### src/rtl/conv_stream_pkg.sv
// Shared types and size helpers for the channel-planar serializer.
// Bank ownership states, read-side FSM states and derived frame geometry.
package conv_stream_pkg;

    typedef enum logic [1:0] {
        EMPTY    = 2'd0,
        FILLING  = 2'd1,
        FULL     = 2'd2,
        DRAINING = 2'd3
    } bank_state_e;

    typedef enum logic [1:0] {
        IDLE = 2'd0,
        READ = 2'd1,
        GAP  = 2'd2
    } rd_state_e;

    function automatic int frame_words(input int channels, input int image_size);
        return channels * image_size;
    endfunction

    // Counter/address width that stays at least one bit for degenerate sizes.
    function automatic int cnt_width(input int range_len);
        return (range_len > 1) ? $clog2(range_len) : 1;
    endfunction

endpackage

### src/rtl/planar_bank_ram.sv
// Simple dual-port frame RAM holding both ping-pong banks.
// The bank select is the address MSB; the read port output is registered.
module planar_bank_ram #(
    parameter int DATA_WIDTH = 32,
    parameter int ADDR_WIDTH = 6
) (
    input  logic                  clk,
    input  logic                  reset,
    input  logic                  wr_en,
    input  logic                  wr_bank,
    input  logic [ADDR_WIDTH-1:0] wr_addr,
    input  logic [DATA_WIDTH-1:0] wr_data,
    input  logic                  rd_en,
    input  logic                  rd_bank,
    input  logic [ADDR_WIDTH-1:0] rd_addr,
    output logic [DATA_WIDTH-1:0] rd_data
);

    // With a power-of-two frame this is exactly two frames deep.
    localparam int DEPTH = 2 ** (ADDR_WIDTH + 1);

    logic [DATA_WIDTH-1:0] mem [DEPTH];

    always_ff @(posedge clk) begin
        if (wr_en) begin
            mem[{wr_bank, wr_addr}] <= wr_data;
        end
    end

    // Output register holds its value between reads so pxl_out stays stable.
    always_ff @(posedge clk or negedge reset) begin
        if (!reset) begin
            rd_data <= '0;
        end else if (rd_en) begin
            rd_data <= mem[{rd_bank, rd_addr}];
        end
    end

endmodule

### src/rtl/channel_planar_serializer.sv
// Reorders a pixel-interleaved multichannel stream into channel planes using
// two frame banks: one fills from the input while the other drains out.
module channel_planar_serializer
    import conv_stream_pkg::*;
#(
    parameter int DATA_WIDTH     = 32,
    parameter int CHANNEL_NUM_IN = 4,
    parameter int IMAGE_SIZE     = 16,
    parameter int PLANE_GAP      = 0,
    parameter int FRAME_WORDS    = frame_words(CHANNEL_NUM_IN, IMAGE_SIZE),
    parameter int ADDR_WIDTH     = cnt_width(FRAME_WORDS)
) (
    input  logic                  clk,
    input  logic                  reset,
    input  logic                  valid_in,
    input  logic [DATA_WIDTH-1:0] pxl_in,
    output logic [DATA_WIDTH-1:0] pxl_out,
    output logic                  valid_out,
    output logic                  plane_last,
    output logic                  frame_last,
    output logic                  overflow
);

    localparam int CH_W  = cnt_width(CHANNEL_NUM_IN);
    localparam int PX_W  = cnt_width(IMAGE_SIZE);
    localparam int GAP_W = 4;

    localparam logic [CH_W-1:0]       CH_LAST    = CH_W'(CHANNEL_NUM_IN - 1);
    localparam logic [PX_W-1:0]       PX_LAST    = PX_W'(IMAGE_SIZE - 1);
    localparam logic [ADDR_WIDTH-1:0] ADDR_LAST  = ADDR_WIDTH'(FRAME_WORDS - 1);
    localparam logic [ADDR_WIDTH-1:0] PLANE_SIZE = ADDR_WIDTH'(IMAGE_SIZE);
    localparam logic [GAP_W-1:0]      GAP_LAST   = GAP_W'(PLANE_GAP - 1);

    bank_state_e bank_state_reg [2];
    bank_state_e bank_state_next [2];

    logic            wr_bank_reg;
    logic [CH_W-1:0] ch_in_reg;
    logic [PX_W-1:0] px_in_reg;
    logic            overflow_reg;

    logic                  wr_open;
    logic                  wr_en;
    logic                  wr_drop;
    logic                  wr_last;
    logic [ADDR_WIDTH-1:0] wr_addr;

    rd_state_e             rd_state_reg, rd_state_next;
    logic                  rd_bank_reg, rd_bank_next;
    logic [ADDR_WIDTH-1:0] rd_addr_reg, rd_addr_next;
    logic [PX_W-1:0]       rd_px_reg, rd_px_next;
    logic [GAP_W-1:0]      gap_cnt_reg, gap_cnt_next;

    logic                  rd_start;
    logic                  rd_en;
    logic                  rd_claim_other;
    logic [ADDR_WIDTH-1:0] rd_addr_cur;
    logic [PX_W-1:0]       rd_px_cur;
    logic                  rd_plane_end;
    logic                  rd_frame_end;

    logic valid_out_reg, plane_last_reg, frame_last_reg;

    // ---------------------------------------------------------------- write side
    always_comb begin
        wr_open = (bank_state_reg[wr_bank_reg] == EMPTY) ||
                  (bank_state_reg[wr_bank_reg] == FILLING);
        wr_en   = valid_in && wr_open;
        wr_drop = valid_in && !wr_open;
        wr_last = wr_en && (ch_in_reg == CH_LAST) && (px_in_reg == PX_LAST);
        wr_addr = ADDR_WIDTH'(ch_in_reg) * PLANE_SIZE + ADDR_WIDTH'(px_in_reg);
    end

    always_ff @(posedge clk or negedge reset) begin
        if (!reset) begin
            wr_bank_reg  <= 1'b0;
            ch_in_reg    <= '0;
            px_in_reg    <= '0;
            overflow_reg <= 1'b0;
        end else begin
            if (wr_drop) begin
                overflow_reg <= 1'b1;
            end
            if (wr_en) begin
                if (wr_last) begin
                    ch_in_reg   <= '0;
                    px_in_reg   <= '0;
                    wr_bank_reg <= ~wr_bank_reg;
                end else if (ch_in_reg == CH_LAST) begin
                    ch_in_reg <= '0;
                    px_in_reg <= px_in_reg + 1'b1;
                end else begin
                    ch_in_reg <= ch_in_reg + 1'b1;
                end
            end
        end
    end

    // ----------------------------------------------------------------- read side
    // Address 0 is issued from IDLE in the same cycle the bank is seen FULL,
    // which is what gives the two-cycle input-to-output latency.
    always_comb begin
        rd_start     = (rd_state_reg == IDLE) && (bank_state_reg[rd_bank_reg] == FULL);
        rd_en        = rd_start || (rd_state_reg == READ);
        rd_addr_cur  = rd_start ? '0 : rd_addr_reg;
        rd_px_cur    = rd_start ? '0 : rd_px_reg;
        rd_plane_end = (rd_px_cur == PX_LAST);
        rd_frame_end = (rd_addr_cur == ADDR_LAST);
    end

    always_comb begin
        rd_state_next  = rd_state_reg;
        rd_bank_next   = rd_bank_reg;
        rd_addr_next   = rd_addr_reg;
        rd_px_next     = rd_px_reg;
        gap_cnt_next   = gap_cnt_reg;
        rd_claim_other = 1'b0;
        if (rd_en) begin
            if (rd_frame_end) begin
                rd_bank_next = ~rd_bank_reg;
                rd_addr_next = '0;
                rd_px_next   = '0;
                if (bank_state_reg[~rd_bank_reg] == FULL) begin
                    rd_state_next  = READ;
                    rd_claim_other = 1'b1;
                end else begin
                    rd_state_next = IDLE;
                end
            end else begin
                rd_addr_next = rd_addr_cur + 1'b1;
                rd_px_next   = rd_plane_end ? '0 : rd_px_cur + 1'b1;
                if (rd_plane_end && (PLANE_GAP > 0)) begin
                    rd_state_next = GAP;
                    gap_cnt_next  = '0;
                end else begin
                    rd_state_next = READ;
                end
            end
        end else if (rd_state_reg == GAP) begin
            if (gap_cnt_reg == GAP_LAST) begin
                rd_state_next = READ;
            end else begin
                gap_cnt_next = gap_cnt_reg + 1'b1;
            end
        end
    end

    // Write and read sides only ever act on banks in disjoint states, so the
    // updates below never compete for the same bank in one cycle.
    always_comb begin
        for (int b = 0; b < 2; b++) begin
            bank_state_next[b] = bank_state_reg[b];
            if (wr_en && (wr_bank_reg == 1'(b))) begin
                bank_state_next[b] = wr_last ? FULL : FILLING;
            end
            if (rd_start && (rd_bank_reg == 1'(b))) begin
                bank_state_next[b] = DRAINING;
            end
            if (rd_claim_other && (rd_bank_reg != 1'(b))) begin
                bank_state_next[b] = DRAINING;
            end
            if (rd_en && rd_frame_end && (rd_bank_reg == 1'(b))) begin
                bank_state_next[b] = EMPTY;
            end
        end
    end

    always_ff @(posedge clk or negedge reset) begin
        if (!reset) begin
            for (int b = 0; b < 2; b++) begin
                bank_state_reg[b] <= EMPTY;
            end
            rd_state_reg   <= IDLE;
            rd_bank_reg    <= 1'b0;
            rd_addr_reg    <= '0;
            rd_px_reg      <= '0;
            gap_cnt_reg    <= '0;
            valid_out_reg  <= 1'b0;
            plane_last_reg <= 1'b0;
            frame_last_reg <= 1'b0;
        end else begin
            for (int b = 0; b < 2; b++) begin
                bank_state_reg[b] <= bank_state_next[b];
            end
            rd_state_reg   <= rd_state_next;
            rd_bank_reg    <= rd_bank_next;
            rd_addr_reg    <= rd_addr_next;
            rd_px_reg      <= rd_px_next;
            gap_cnt_reg    <= gap_cnt_next;
            valid_out_reg  <= rd_en;
            plane_last_reg <= rd_en && rd_plane_end;
            frame_last_reg <= rd_en && rd_frame_end;
        end
    end

    planar_bank_ram #(
        .DATA_WIDTH (DATA_WIDTH),
        .ADDR_WIDTH (ADDR_WIDTH)
    ) u_ram (
        .clk     (clk),
        .reset   (reset),
        .wr_en   (wr_en),
        .wr_bank (wr_bank_reg),
        .wr_addr (wr_addr),
        .wr_data (pxl_in),
        .rd_en   (rd_en),
        .rd_bank (rd_bank_reg),
        .rd_addr (rd_addr_cur),
        .rd_data (pxl_out)
    );

    assign valid_out  = valid_out_reg;
    assign plane_last = plane_last_reg;
    assign frame_last = frame_last_reg;
    assign overflow   = overflow_reg;

endmodule

### config.mk
export PLATFORM = sky130hd
export DESIGN_NAME = channel_planar_serializer
export DESIGN_NICKNAME = d
export VERILOG_FILES = /design/src/rtl/conv_stream_pkg.sv /design/src/rtl/planar_bank_ram.sv /design/src/rtl/channel_planar_serializer.sv
export SDC_FILE = /design/constraint.sdc
export NUM_CORES = 2
export LEC_CHECK = 0
export ABC_AREA = 1
export BUFFER_PORTS_ARGS = -buffer_cell sky130_fd_sc_hd__buf_2
export CAP_MARGIN = 20
export CORE_ASPECT_RATIO = 1.25
export CORE_UTILIZATION = 25
export DETAILED_ROUTE_END_ITERATION = 8
export PLACE_DENSITY = 0.4
export SLEW_MARGIN = 20
export SYNTH_ARGS = -nofsm -noshare
export SYNTH_HDL_FRONTEND = slang
export SYNTH_HIERARCHICAL = 1
export SYNTH_SLANG_ARGS = --single-unit
### constraint.sdc
create_clock -name clk -period 7.55 [get_ports clk]
set_clock_uncertainty 0.15 [all_clocks]
set_input_delay 1.51 -clock clk [delete_from_list [all_inputs] [get_ports clk]]
set_output_delay 1.51 -clock clk [all_outputs]
set_load 0.02 [all_outputs]
## Word level (Yosys, flattened, before mapping)

Memories as Yosys holds them, arrays and structs flattened. A register that Yosys moved wholly into a read port is not among the register bits.
Cells that the tools add are included.

| storage, ports and cells | value |
|---|---|
| register bits after elaboration | 32 |
| latch bits | 0 |
| memory bits (writable) | 4096 |
| ROM bits | 0 |
| input port bits | 35 |
| word-level logic and storage cells | 109 |
| memories | 1 |

Memories:

| memory | words | bits a word | rd ports | clocked after Yosys merged registers in | wr ports | RTL line | RTL |
|---|---|---|---|---|---|---|---|
| u_ram.mem | 128 | 32 | 1 | 1 | 1 | planar_bank_ram.sv:22 | `logic [DATA_WIDTH-1:0] mem [DEPTH];` |

| operators by class | value |
|---|---|
| add/sub/neg operators | 6 |
| multipliers | 0 |
| div/mod/pow operators | 0 |
| $lt $le $gt $ge | 3 |
| equal/unequal tests | 10 |
| shifts and indexed selects | 0 |
| mux-type cells | 37 |
| bitwise gates (word level) | 7 |
| reduce and logical (&&, ||, !) cells | 31 |

Operators with widths:

| cell | number |
|---|---|
| two-way mux 2 bit | 24 |
| two-way mux 4 bit | 5 |
| logical AND 1 bit | 15 |
| adder 4 x 1 -> 4 bit, second input constant | 3 |
| equality test 4 bit, second input constant | 3 |
| two-way mux 6 bit | 2 |
| equality test 2 bit, second input constant | 4 |
| AND reduction 2 bit | 4 |
| nonzero test 4 bit | 2 |
| adder 6 x 1 -> 6 bit, second input constant | 1 |
| adder 6 x 4 -> 6 bit | 1 |
| equality test 6 bit, second input constant | 1 |
| >= comparator 2 bit, second input constant | 3 |
| two-way mux 1 bit | 6 |
| NOT 1 -> 2 bit | 3 |
| nonzero test 2 bit | 3 |
| equality test 2 x 1 -> 1 bit, second input constant | 2 |
| zero test 2 bit | 2 |
| NOT 1 bit | 4 |
| AND reduction 3 bit | 1 |
| adder 2 x 1 -> 2 bit, second input constant | 1 |
| zero test 1 bit | 2 |
| logical OR 1 bit | 2 |

## Logic depth before layout (Yosys ltp)

| logic depth | value |
|---|---|
| word-level depth | 14 |
| gate-level depth with buffers | 22 |

## Modules after synthesis

The synthesis kept the hierarchy.

Modules (own cells, without submodules):

| module | times used | cells an instance | area an instance (µm²) |
|---|---|---|---|
| planar_bank_ram | 1 | 13494 | 165598.8 |
| channel_planar_serializer | 1 | 170 | 1530.2 |

## Least setup slack after synthesis

No wires, ideal clock.

| path | value |
|---|---|
| kind | input-to-reg |
| from | input valid_in |
| to | memory u_ram.mem[90][0], enable pin |
| setup time | 0.461 ns |
| arrival time | 4.365 ns |
| required time | 6.939 ns |
| setup slack | 2.574 ns |
| cell stages on the path | 4 |
| path buffers | 1 |
| cell sequence | a21boi_4 > clkbuf_1 > inv_1 > nor3_1 |

| between the ends | value |
|---|---|
| longest elaborated chain between the ends | 3 |

RTL lines:

| what | RTL line | RTL |
|---|---|---|
| from (decl) | channel_planar_serializer.sv:15 | `input logic valid_in,` |
| logical AND 1 bit | channel_planar_serializer.sv:68 | `wr_en = valid_in && wr_open;` |
| two-way mux 1 bit | planar_bank_ram.sv:25 | `if (wr_en) begin` |
| two-way mux 1 bit (not written as such) | planar_bank_ram.sv:26 | `mem[{wr_bank, wr_addr}] <= wr_data;` |
| to (decl) | planar_bank_ram.sv:22 |  |

No other way between the ends.

## Final worst setup path

| path | value |
|---|---|
| from | register rd_bank_reg |
| to | register u_ram.rd_data[19], read port of u_ram.mem |

| between the ends | value |
|---|---|
| longest elaborated chain between the ends | 7 |
| elaborated cells on any way between the ends | 8 |

RTL lines:

| what | RTL line | RTL |
|---|---|---|
| from (decl) | channel_planar_serializer.sv:49 | `logic rd_bank_reg, rd_bank_next;` |
| from (signal assigned) | channel_planar_serializer.sv:186 | `rd_bank_reg <= rd_bank_next;` |
| NOT 1 -> 2 bit (not written as such) | channel_planar_serializer.sv:103 | `rd_start = (rd_state_reg == IDLE) && (bank_state_reg[rd_bank_reg] == FULL);` |
| two-way mux 2 bit (not written as such) (3 in a row) | channel_planar_serializer.sv:103 |  |
| equality test 2 bit | channel_planar_serializer.sv:103 |  |
| logical AND 1 bit | channel_planar_serializer.sv:103 |  |
| two-way mux 6 bit | channel_planar_serializer.sv:105 | `rd_addr_cur = rd_start ? '0 : rd_addr_reg;` |
| via rd_addr_cur[0] | channel_planar_serializer.sv:57 | `logic [ADDR_WIDTH-1:0] rd_addr_cur;` |
| to (decl) | planar_bank_ram.sv:16 | `output logic [DATA_WIDTH-1:0] rd_data` |

The timed path passes the listed nets, and every way through them passes these cells. The select of a mux whose other input is x is not followed.
A chain may end at the register's enable or synchronous reset.

==> run_results.csv <==
group,metric,value,unit
drt,wl_met3,22600,µm
drt,drt_pass1_iterations,5,
timing,min_period,6.18,ns
drt,highest_layer,"met4",
clock_tree,clock_path_buffers,4,
cells_and_area,final_layout_size_suffix_gt1_frac,0.0838,
die,dieArea,672000,µm²
setup_path,arrival,7.01,ns
setup_path,required,8.38,ns
clock_tree,clkLatencyLatePin,1.05,ns
setup_path,critPathBufInv,5,
synth,yosys_warnings,6,
timing,max_freq,162,MHz
timing,period_share,0.819,
timing,final-hold-violation-count,0,
setup_path,worst-path-max-fanout,127,
clock_tree,root_buffer,"clkbuf_16",
timing,rsz0062_at_grt,"false",
placed_design,post-place-ws,1.56,ns
run_status,status,"finished, final reports clean",
clock_tree,cts_hold_buf,0,
timing,worst_pin_slew,1.19,ns
global_route,grt_max_degree,156,
clock_tree,path_clk_slew,0.06,ns
global_route,gr-total-overflow,0,
cells_and_area,syn2layout_area_growth,14.4,%
synth,ys_seq_area_frac,0.745,
power_and_ir_drop,irDropWorstVdd,281,µV
clock_tree,cts_made_buffers,416,
power_and_ir_drop,p_leak,0.0642,µW
synth,ys_ff_latch,4155,
clock_tree,cts_tree,"done",
synth,ys_types,41,
setup_path,cp_top_family,"simple AND/OR/NAND/NOR gates",
clock_tree,h-tree-depth,5,
clock_tree,clock_sinks,4155,
die,start_util,0.251,
setup_path,crit_path_start,"rd_bank_reg",
drt,dr_total_vias,108000,
setup_path,crit_chain,"nand3_2 -> nand2_4 -> nand2_8 -> inv_1 -> nor2_4 -> buf_4 -> inv_16 -> buf_4 -> buf_4 -> nand2_1 -> nand3_1 -> nand3_1 -> nand3_1 -> nand3_1 -> nand3_1 -> nand3_1 -> nand2_1 -> nand2_1 -> nand2_1",
setup_path,crit_top_cell,"nand3_1",
timing,report.final.slew_viol_count,0,
timing,layout_setup_ws,1.37,ns
flow_run,maxCapViolations,0,
clock_tree,cts_resized,0,
placed_design,globalplace.congestion,0.795,
drt,vias_per_cell,4.76,
cells_and_area,nNetsFinal,13600,
hold_path,hp-class,"input port to asynchronous set/reset pin",
setup_path,path_class,"flop to flop",
setup_path,crit_path_end_kind,"flop",
cells_and_area,largest_register_ffs,4096,
drt,drc,0,
setup_path,regToRegStartpoint,"rd_bank_reg",
synth,synthesis.nets,13700,
drt,wl,608000,µm
global_route,grt_usage,0.175,
drt,wirelength_met1,262000,µm
timing,setup-violations-final,0,
drt,drt_iter0_drc,9138,
drt,postRouteAntennaNets,0,
die,chipHeight,916,µm
placed_design,io_buffers,70,
power_and_ir_drop,power_density,308,nW/µm²
die,core-area,666000,µm²
setup_path,cp_slowest_cell,"nand3_1",
clock_tree,post-cts-setup-buffer-count,0,
synth,synthFlopType,"edfxtp_1",
die,design.portCount,71,
drt,wl_met2,303000,µm
die,rows,335,
drt,routedWlPerCell,26.8,µm
synth,syn_area,167000,µm²
synth,synth_enable_flop_cells,4096,
synth,synth.area.top_cells,"edfxtp_1 (74%), nand3_1 (12%), nand2_1 (9.6%)",
setup_path,start_kind,"flop",
setup_path,cpPeakStageDelay,0.67,ns
global_route,grt_pass1_wl,850000,µm
global_route,grt_pass1_vias,105000,
synth,yosysTopAreaCellShare,0.736,
placed_design,dp_hpwl,333000,µm
synth,synth_cells,13700,
timing,slew_headroom,0.205,
synth,yosysTopAreaCell,"edfxtp_1",
synth,async_flop_share,0.0142,
timing,setup-tns-final,0,ns
synth,syn_area_per_cell,12.2,µm²
global_route,antenna_found_initial,41,
die,die_w,733,µm
==> cells in the mapped netlist, types with 2 or more instances <==
| cell | instances |
|---|---|
| nor2_4 | 2 |
| edfxtp_1 | 4096 |
| nand2_2 | 4 |
| dfrtp_1 | 59 |
| clkbuf_1 | 125 |
| buf_6 | 75 |
| inv_4 | 3 |
| o21ai_1 | 3 |
| buf_1 | 102 |
| xor2_1 | 4 |
| nand4_1 | 2 |
| buf_2 | 530 |
| a31oi_1 | 2 |
| inv_1 | 48 |
| ha_1 | 4 |
| nand3_1 | 4043 |
| nand2_4 | 2 |
| o22ai_1 | 2 |
| a21oi_1 | 5 |
| nand3_4 | 2 |
| buf_4 | 81 |
| o21ai_0 | 7 |
| nand2_1 | 4279 |
| inv_2 | 4 |
| buf_8 | 5 |
| nor2_1 | 143 |
| nor3_1 | 12 |
| nand3_2 | 7 |
==> report_power, final <==
part           total (µW)  switching [µW]  internal, µW
sequential          26100             230         25800
combinational       12400            9350          3040
clock               20500            9270         11300
==> path summary, 6_finish.rpt <==
check | slack (ns) | end | cells past startpoint
max | 1.37 | u_ram/rd_data[19] | 19
min | 0.22 | plane_last | 1
max reg2reg | 1.37 | u_ram/rd_data[19] | 19
min reg2reg | 0.36 | bank_state_reg[2] | 2
max in group asynchronous | 5.35 | u_ram/rd_data[22] | 3
min in group clk | 0.36 | bank_state_reg[2] | 2
==> per-layer routing <==
metal / track usage / up-vias
li1: - / 48700
met1: 0.228 / 56200
met2: 0.307 / 2530
met3: 0.0159 / 713
met4: 0.0547 / 0
met5: 0 / -
==> logic make-up (layout without fill, tap and decap cells) <==
kind of cell,count (synthesis),in the layout,synth area share
AO/OA/AOI/OAI,25,25,0.000996
other,0,16,0
buffers and inverters,974,1228,0.0314
multiplexers,1,1,0.0000674
flip-flops,4155,4155,0.745
adder cells (fa/ha/maj),4,4,0.000299
AND/OR/NAND/NOR,8500,8500,0.222
XOR/XNOR,5,5,0.000262
==> final cells by class <==
type | count | area [µm²]
Clock inverter | 240 | 2110
Sequential cell | 4155 | 124000
Inverter | 56 | 283
Fill cell | 67800 | 474000
Timing Repair Buffer | 416 | 3990
Clock buffer | 516 | 10900
Multi-Input combinational cell | 8535 | 38400
Antenna cell | 16 | 40.0
Tap cell | 8762 | 11000
==> per-stage QoR <==
step | power (µW) | area, µm² | hold slack (ns) | std cells | utilization
CTS | 59700 | 191000 | 0.157 | 22700 | 0.287
global route | 61500 | 191000 | 0.192 | 22700 | 0.287
floorplan | 34500 | 167000 | 0.319 | 13700 | -
detailed placement | 39100 | 178000 | 0.354 | 21900 | 0.268
finish | 59000 | 191000 | 0.223 | 22700 | 0.287
global placement | 39200 | 178000 | 0.351 | 21900 | 0.268
==> layout by cell type (no fill, tap or decap), types with 7 or more instances in the layout <==
master      instances
nor3_1             10
buf_2              37
bufinv_16          29
buf_4             283
nand2_2            12
clkinvlp_4          8
nor2_1             14
clkinv_2           86
dfrtp_1            58
clkbuf_1           88
edfxtp_1         4096
clkbuf_8            9
o21ai_0             7
buf_12             68
clkinv_1           95
clkbuf_16         419
inv_6              12
buf_6              28
nor2_4            131
nand3_1          4043
inv_1              43
diode_2            16
nand2_1          4271
No activity file was read; power rests on OpenSTA's default activity.
